[src/rtl/countdown_pkg.sv]
// Shared types and defaults for the countdown timer.
// Build option: define AUTO_RELOAD_EN for periodic (auto-reload) mode.
package countdown_pkg;

    localparam int DEFAULT_WIDTH = 8;

    typedef enum logic [1:0] {
        IDLE = 2'd0,
        RUN  = 2'd1,
        HOLD = 2'd2
    } state_t;

endpackage

[src/rtl/countdown_dec.sv]
// Combinational decrement: val-1 saturating at zero, plus an is-one flag
// used by the top level to detect terminal count.
module countdown_dec
    import countdown_pkg::*;
#(
    parameter int WIDTH = DEFAULT_WIDTH
) (
    input  logic [WIDTH-1:0] i_val,
    output logic [WIDTH-1:0] o_dec,
    output logic             o_is_one
);

    localparam logic [WIDTH-1:0] ONE = {{(WIDTH-1){1'b0}}, 1'b1};

    assign o_dec    = (i_val == '0) ? '0 : (i_val - ONE);
    assign o_is_one = (i_val == ONE);

endmodule

[src/rtl/countdown_timer.sv]
// Loadable down-counter with IDLE/RUN/HOLD control and a one-cycle done pulse.
// Define AUTO_RELOAD_EN to reload from the last loaded value at terminal count.
module countdown_timer
    import countdown_pkg::*;
#(
    parameter int WIDTH = DEFAULT_WIDTH
) (
    input  logic             i_clk,
    input  logic             i_rst_n,
    input  logic             i_load,
    input  logic [WIDTH-1:0] i_load_val,
    input  logic             i_start,
    input  logic             i_pause,
    output logic [WIDTH-1:0] o_count,
    output logic             o_busy,
    output logic             o_done
);

    // state | meaning
    // IDLE  | stopped; count holds loaded (or terminal) value
    // RUN   | decrementing once per clock
    // HOLD  | paused; count frozen until start without pause

    state_t           r_state;
    state_t           w_state_nxt;
    logic [WIDTH-1:0] r_count;
    logic [WIDTH-1:0] w_count_nxt;
    logic             r_busy;
    logic             r_done;
    logic             w_done_nxt;
    logic [WIDTH-1:0] w_dec;
    logic             w_is_one;
`ifdef AUTO_RELOAD_EN
    logic [WIDTH-1:0] r_reload;
    logic [WIDTH-1:0] w_reload_nxt;
`endif

    countdown_dec #(.WIDTH(WIDTH)) u_dec (
        .i_val    (r_count),
        .o_dec    (w_dec),
        .o_is_one (w_is_one)
    );

    always_comb begin
        w_state_nxt = r_state;
        w_count_nxt = r_count;
        w_done_nxt  = 1'b0;
`ifdef AUTO_RELOAD_EN
        w_reload_nxt = r_reload;
`endif
        if (i_load) begin
            w_count_nxt = i_load_val;
            w_state_nxt = IDLE;
`ifdef AUTO_RELOAD_EN
            w_reload_nxt = i_load_val;
`endif
        end else begin
            case (r_state)
                IDLE: begin
                    if (i_start && (r_count != '0))
                        w_state_nxt = RUN;
                end
                RUN: begin
                    if (i_pause) begin
                        w_state_nxt = HOLD;
                    end else if (w_is_one) begin
                        w_done_nxt = 1'b1;
`ifdef AUTO_RELOAD_EN
                        // A zero reload value cannot restart the period.
                        if (r_reload != '0) begin
                            w_count_nxt = r_reload;
                        end else begin
                            w_count_nxt = '0;
                            w_state_nxt = IDLE;
                        end
`else
                        w_count_nxt = '0;
                        w_state_nxt = IDLE;
`endif
                    end else if (r_count == '0) begin
                        w_state_nxt = IDLE;
                    end else begin
                        w_count_nxt = w_dec;
                    end
                end
                HOLD: begin
                    if (i_start && !i_pause)
                        w_state_nxt = RUN;
                end
                default: w_state_nxt = IDLE;
            endcase
        end
    end

    always_ff @(posedge i_clk or negedge i_rst_n) begin
        if (!i_rst_n) begin
            r_state <= IDLE;
            r_count <= '0;
            r_busy  <= 1'b0;
            r_done  <= 1'b0;
        end else begin
            r_state <= w_state_nxt;
            r_count <= w_count_nxt;
            r_busy  <= (w_state_nxt != IDLE);
            r_done  <= w_done_nxt;
        end
    end

`ifdef AUTO_RELOAD_EN
    always_ff @(posedge i_clk or negedge i_rst_n) begin
        if (!i_rst_n)
            r_reload <= '0;
        else
            r_reload <= w_reload_nxt;
    end
`endif

    assign o_count = r_count;
    assign o_busy  = r_busy;
    assign o_done  = r_done;

endmodule
[config.mk]
export PLATFORM = sky130hd
export DESIGN_NAME = countdown_timer
export DESIGN_NICKNAME = d
export VERILOG_FILES = /design/src/rtl/countdown_pkg.sv /design/src/rtl/countdown_dec.sv /design/src/rtl/countdown_timer.sv
export SDC_FILE = /design/constraint.sdc
export NUM_CORES = 1
export LEC_CHECK = 0
export CAP_MARGIN = 20
export CORE_AREA = 5 5 44 61
export CTS_BUF_LIST = sky130_fd_sc_hd__clkbuf_16
export DETAILED_ROUTE_END_ITERATION = 7
export DIE_AREA = 0 0 49 66
export PLACE_DENSITY = 0.68
export REMOVE_ABC_BUFFERS = 1
export SYNTH_ARGS = -nofsm -noshare
export SYNTH_HDL_FRONTEND = slang
export SYNTH_HIERARCHICAL = 1
export SYNTH_SLANG_ARGS = --single-unit
[constraint.sdc]
create_clock -name i_clk -period 2.3 [get_ports i_clk]
set_clock_uncertainty 0.1 [all_clocks]
set_input_delay 0.345 -clock i_clk [delete_from_list [all_inputs] [get_ports i_clk]]
set_output_delay 0.345 -clock i_clk [all_outputs]
set_load 0.01 [all_outputs]
==> results of run 1 <==
==> power by group through the flow <==
| stage | combinational [µW] | sequential [µW] | clock [µW] |
|---|---|---|---|
| 2_1_floorplan | 104 | 273 | 0 |
| 3_3_place_gp | 207 | 267 | 0 |
| 3_5_place_dp | 211 | 268 | 0 |
| 4_1_cts | 212 | 266 | 318 |
| 5_1_grt | 233 | 271 | 328 |
| 6_report | 210 | 266 | 308 |
==> cells in the mapped netlist <==
cell / instances / area share [%]
ha_1: 2 / 3.1
o31ai_1: 1 / 0.92
or3_1: 1 / 0.77
a21oi_1: 4 / 2.5
a21o_1: 1 / 0.92
or4_4: 1 / 1.4
nor4b_1: 1 / 1.1
nor3_1: 4 / 2.5
inv_1: 11 / 5.1
o211ai_2: 1 / 1.5
nand3_1: 1 / 0.61
or4_1: 2 / 1.8
nand2b_1: 2 / 1.5
o21ai_0: 6 / 3.7
mux2i_1: 2 / 2.5
mux2_4: 1 / 1.8
or3b_2: 1 / 1.1
nand3b_1: 1 / 0.92
o21ai_1: 1 / 0.61
clkbuf_1: 3 / 1.4
and2_1: 1 / 0.77
o221ai_1: 8 / 8.6
nor2b_1: 3 / 2.3
mux2_2: 1 / 1.4
xnor2_1: 1 / 1.1
or3_4: 2 / 2.8
nor2_1: 4 / 1.8
dfrtp_1: 12 / 37
nand2_1: 17 / 7.8
or3b_1: 1 / 1.1
==> cell families after synthesis <==
kind of cell	after synthesis	synth area share, %
simple gates	42	28.2
buf+inv	14	6.44
mux	4	5.67
compound gates	22	18.7
fa+ha+maj	2	3.07
flops	12	36.8
xor+xnor	1	1.07
==> final cells by class <==
class | count | area (µm²) | share of cell area (%)
multi-input cells | 71 | 463 | 40.3
inverters | 11 | 41.3 | 3.59
flip-flops and latches | 12 | 300 | 26.1
well taps | 22 | 27.5 | 2.39
clock buffers | 3 | 75.1 | 6.53
repair buffers | 25 | 243 | 21.1
==> registers in the layout, summed over array words and instances (netlist names) <==
register  count
o_count       8
r_state       2
o_busy        1
o_done        1
==> worst reg2reg max path, delay by kind of cell (launching register included) <==
kind,cells,cell delay [ps]
AND/OR/NAND/NOR,2,650
flip-flops,1,430
multiplexers,1,360
adder cells (fa/ha/maj),1,170
buffers and inverters,2,170
AO/OA/AOI/OAI,1,110
==> layer usage <==
layer  track usage [%]  part of all wire [%]
met1              14.8                    40
met2              25.2                    53
met3              3.39                   3.8
met4              10.8                   2.9
met5                 0                     0
==> metrics by stage <==
step	hold slack [ps]	total power, µW	utilization (%)
2_1_floorplan	-50.6	376	-
3_3_place_gp	513	474	51.1
3_5_place_dp	512	479	51.1
4_1_cts	404	796	54.7
5_1_grt	442	832	54.7
6_report	376	784	54.7
==> final timing paths <==
path / end / depth (start not counted) / from
max: o_count[6]$_DFFE_PN0P_ / 7 / o_count[1]$_DFFE_PN0P_
min: o_busy$_DFF_PN0_ / 1 / i_rst_n
max reg2reg: o_count[6]$_DFFE_PN0P_ / 7 / o_count[1]$_DFFE_PN0P_
min reg2reg: r_state[0]$_DFF_PN0_ / 2 / r_state[1]$_DFF_PN0_
max in group asynchronous: o_count[0]$_DFFE_PN0P_ / 1 / i_rst_n
min in group i_clk: r_state[0]$_DFF_PN0_ / 2 / r_state[1]$_DFF_PN0_
==> results.py, run 1 <==
metrics = {
    "run_status": {
        "outcome": "completed",
    },
    "yosys": {
        "syn_area_um2": 816,
        "synth_area_per_cell_um2": 8.41,
        "ys_seq_area_share_pct": 36.8,
        "netlist_instances": 97,
        "ys_ff_latch": 12,
        "ys_warn_count": 6,
        "ys_types": 30,
    },
    "setup_path": {
        "path_buf_inv": 2,
        "cp-end-kind": "register",
        "cp.arrival_ps": 2120,
        "rrSetupSlack_ps": 180,
        "slowest_delay_ps": 470,
        "cp_top_family": "simple AND/OR/NAND/NOR gates",
        "crit_chain": "inv_1, ha_1, or3b_2, nor3_1, mux2_2, inv_1, o221ai_1",
        "worstSetupPathType": "reg2reg",
        "critPathMostFrequentCell": "inv_1",
        "critPathSlowestCell": "or3b_2",
        "crit_fanout": 7,
        "startpoint_type": "register",
        "cp.required_ps": 2300,
    },
    "place": {
        "place_hpwl_mm": 1.54,
        "finalWeightedCongestion": 0.773,
        "placed_area_um2": 1070,
        "dp.cells": 141,
        "port-buffer-count": 22,
        "dp_slack_ps": 196,
    },
    "sta": {
        "fin_crit_sh_pct": 92.1,
        "finalWorstSetupSlack_ps": 181,
        "setup_tns_ps": 0,
        "final.min_clock_period_ps": 2120,
        "setup_violations": 0,
        "hold_violations": 0,
        "slew_headroom_pct": 62.2,
        "rsz0062_at_grt": "false",
        "worst_pin_slew_ps": 565,
        "max_freq_ghz": 0.472,
        "drv_slew": 0,
    },
    "die": {
        "start_util_pct": 38.8,
        "fp-row-count": 20,
        "fp.dieH_um": 66,
        "ios": 23,
        "dieArea_um2": 3230,
        "core_um2": 2100,
        "fp.dieW_um": 49,
    },
    "detailed_routing": {
        "ant_nets": 0,
        "drtIter0Drc": 6,
        "drc": 0,
        "first_pass_iters": 4,
        "wl_per_cell_um": 14.3,
        "vias": 790,
        "wl_mm": 2.06,
        "viasPerCell": 5.49,
    },
    "power": {
        "seqPwrFrac_pct": 33.9,
        "combPwrFrac_pct": 26.7,
        "clkPwrFrac_pct": 39.3,
        "cellLeakagePower_uw": 0.000495,
        "power_density_nw_per_um2": 682,
        "cellInternalPower_uw": 574,
        "switching_power_uw": 209,
        "swShare_pct": 26.7,
        "peakVddDrop_v": 0.000442,
    },
    "final_layout": {
        "drive_above_1_share_pct": 10.7,
        "final_cell_mix": "clkdlybuf4s50_1, nand2_1, dfrtp_1",
        "fillCellCount": 220,
        "finalNonFillerCells": 144,
        "diodes": 0,
        "final_common_cell": "clkdlybuf4s50_1",
        "finalInstanceArea_um2": 1150,
        "synthToLayoutAreaGrowth_pct": 41.0,
        "fin_nets": 139,
    },
    "clocking": {
        "cts_buffers": 3,
        "clock-sinks": 12,
        "postCtsHoldBufs": 0,
        "cts_root_buffer": "clkbuf_16",
        "post_cts_buffers": 0,
        "path_clk_slew_ps": 40,
        "cts_max_path_buffers": 2,
        "h-tree-depth": 1,
        "cts_tree": "built",
        "cts_resized": 0,
        "insertion_delay_ps": 240,
    },
    "global_routing": {
        "grt_pass1_wl_mm": 3.58,
        "track_usage_pct": 14.5,
        "antenna_found_initial": 0,
        "grt_pass1_vias": 797,
        "grt-ovfl-total": 0,
        "grt_max_degree": 22,
    },
    "min_path": {
        "holdCritPathClass": "in2async",
    },
    "flow_run": {
        "maxCapViolCount": 0,
    },
}
No activity file was read; power rests on OpenSTA's default activity.
==> run 2: changes to the inputs <==
Settings changed: CAP_MARGIN 20 to default.
==> results of run 2 <==
Final layout, timing and power as in run 1 (identical DEF).
==> run 3: changes to the inputs <==
Settings changed: CORE_AREA 5 5 44 61 to 2 2 41 58, DIE_AREA 0 0 49 66 to 0 0 43 60.
==> run 3 against run 2 <==
Net effect: register-to-register slack about the same; critical path depth is the same; cell count unchanged; wire length down 2.9%; clock power increased by 1%; die area decreased by 20%; combinational power barely moved; global-route usage increased by 2.9 points; power rose by 0.54%; fmax is 0.50% higher; via count is 3.3% higher; final area unchanged; critical path type unchanged; critical endpoint unchanged.
==> results.py, run 3 (same netlist as run 1, synthesis figures left out) <==
metrics = {
    "run_status": {
        "outcome": "completed",
    },
    "clocking": {
        "path_clk_slew_ps": 40,
        "cts_max_path_buffers": 2,
        "h-tree-depth": 1,
        "postCtsHoldBufs": 0,
        "cts_root_buffer": "clkbuf_16",
        "insertion_delay_ps": 240,
        "cts_resized": 0,
        "cts_buffers": 3,
        "cts_tree": "built",
        "post_cts_buffers": 0,
        "clock-sinks": 12,
    },
    "setup_path": {
        "crit_fanout": 7,
        "regToRegEndpoint": "o_count[6]$_DFFE_PN0P_",
        "slowest_delay_ps": 460,
        "cp-end-kind": "register",
        "worstReg2RegStart": "o_count[1]$_DFFE_PN0P_",
        "cp.arrival_ps": 2100,
        "startpoint_type": "register",
        "worstSetupPathType": "reg2reg",
        "cp-endpoint": "o_count[6]$_DFFE_PN0P_",
        "startpoint": "o_count[1]$_DFFE_PN0P_",
        "critPathSlowestCell": "or3b_2",
        "r2r_cells": 7,
        "rrSetupSlack_ps": 190,
        "crit_chain": "inv_1, ha_1, or3b_2, nor3_1, mux2_2, inv_1, o221ai_1",
        "critPathMostFrequentCell": "inv_1",
        "cp.required_ps": 2290,
    },
    "detailed_routing": {
        "ant_nets": 0,
        "vias": 816,
        "wl_mm": 2.00,
        "drtIter0Drc": 11,
        "viasPerCell": 5.67,
        "drc": 0,
        "first_pass_iters": 4,
        "wl_per_cell_um": 13.9,
    },
    "sta": {
        "setup_violations": 0,
        "finalWorstSetupSlack_ps": 192,
        "setup_tns_ps": 0,
        "hold-worst-slack_ps": 384,
        "fin_crit_sh_pct": 91.7,
        "drv_slew": 0,
        "worst_pin_slew_ps": 588,
        "max_freq_ghz": 0.474,
        "hold_violations": 0,
        "rsz0062_at_grt": "false",
        "slew_headroom_pct": 60.7,
        "final.min_clock_period_ps": 2110,
    },
    "final_layout": {
        "fillCellCount": 222,
        "final_cell_mix": "clkdlybuf4s50_1, nand2_1, dfrtp_1",
        "synthToLayoutAreaGrowth_pct": 41.0,
        "drive_above_1_share_pct": 10.7,
        "largest_register_ff_count": 8,
        "regArea_um2": 300,
        "final_common_cell": "clkdlybuf4s50_1",
        "multi_input_area_um2": 463,
        "diodes": 0,
        "fin_nets": 139,
    },
    "min_path": {
        "holdCritPathClass": "in2async",
    },
    "power": {
        "seqPwrFrac_pct": 33.7,
        "combPwrFrac_pct": 26.7,
        "switching_power_uw": 214,
        "clkPwrFrac_pct": 39.6,
        "swShare_pct": 27.1,
        "peakVddDrop_v": 0.000411,
        "power_density_nw_per_um2": 685,
        "cellLeakagePower_uw": 0.000495,
        "cellInternalPower_uw": 575,
    },
    "die": {
        "fp.dieW_um": 43,
        "start_util_pct": 38.8,
        "ios": 23,
        "fp.dieH_um": 60,
        "fp-row-count": 20,
        "dieArea_um2": 2580,
        "core_um2": 2100,
    },
    "global_routing": {
        "antenna_found_initial": 0,
        "grt_pass1_wl_mm": 3.31,
        "grt_pass1_vias": 799,
        "grt_max_degree": 22,
        "track_usage_pct": 17.4,
        "grt-ovfl-total": 0,
    },
    "flow_run": {
        "maxCapViolCount": 0,
    },
    "place": {
        "dp_slack_ps": 218,
        "place_hpwl_mm": 1.42,
        "port-buffer-count": 22,
        "finalWeightedCongestion": 0.849,
    },
}
==> run 3: cell counts in the layout (fill, tap and decap cells not counted) <==
Identical to the previous run, type by type.
==> run 3: through the flow <==
step	area [µm²]	total power, µW	utilization [%]	instances
6_report	1150	788	54.7	144
4_1_cts	1150	798	54.7	144
3_5_place_dp	1070	478	51.1	141
3_3_place_gp	1070	473	51.1	141
5_1_grt	1150	834	54.7	144
2_1_floorplan	805	376	-	94
==> run 3: per-layer routing <==
metal  part of all wire, %  vias up  GRT usage, %
met4                   2.8        0          14.7
met1                    42      391          18.7
met3                   2.8        6          1.81
li1                      -      398             -
met2                    53       21          30.1
met5                     0        -             0
==> run 3: how the worst min path moves through the flow <==
stage,startpoint,endpoint
2_1_floorplan,i_rst_n,o_busy$_DFF_PN0_
3_3_place_gp,r_state[1]$_DFF_PN0_,r_state[0]$_DFF_PN0_
3_5_place_dp,r_state[1]$_DFF_PN0_,r_state[0]$_DFF_PN0_
4_1_cts,i_rst_n,r_state[0]$_DFF_PN0_
5_1_grt,i_rst_n,o_count[7]$_DFFE_PN0P_
6_report,i_rst_n,o_count[3]$_DFFE_PN0P_
==> run 3: power groups by stage <==
| stage | registers (µW) | logic (µW) | clock network [µW] |
|---|---|---|---|
| floorplan | 273 | 104 | 0 |
| global placement | 267 | 206 | 0 |
| finish | 265 | 211 | 312 |
| CTS | 265 | 212 | 322 |
| global route | 271 | 235 | 328 |
| detailed placement | 268 | 210 | 0 |
==> run 3: area by class of cell <==
cell class                      count  area share, %
Inverter                           11           3.59
Tap cell                           22           2.39
Clock buffer                        3           6.53
Multi-Input combinational cell     71           40.3
Timing Repair Buffer               25           21.1
Sequential cell                    12           26.1
==> run 3: worst max-delay path: cells and delay by family, from the launching register on <==
kind                       cells  cell delay [ps]
AOI/OAI and AO/OA              1              120
buffers and inverters          2              160
DFF                            1              430
and+or+nand+nor                2              630
muxes                          1              350
adders and majority gates      1              160
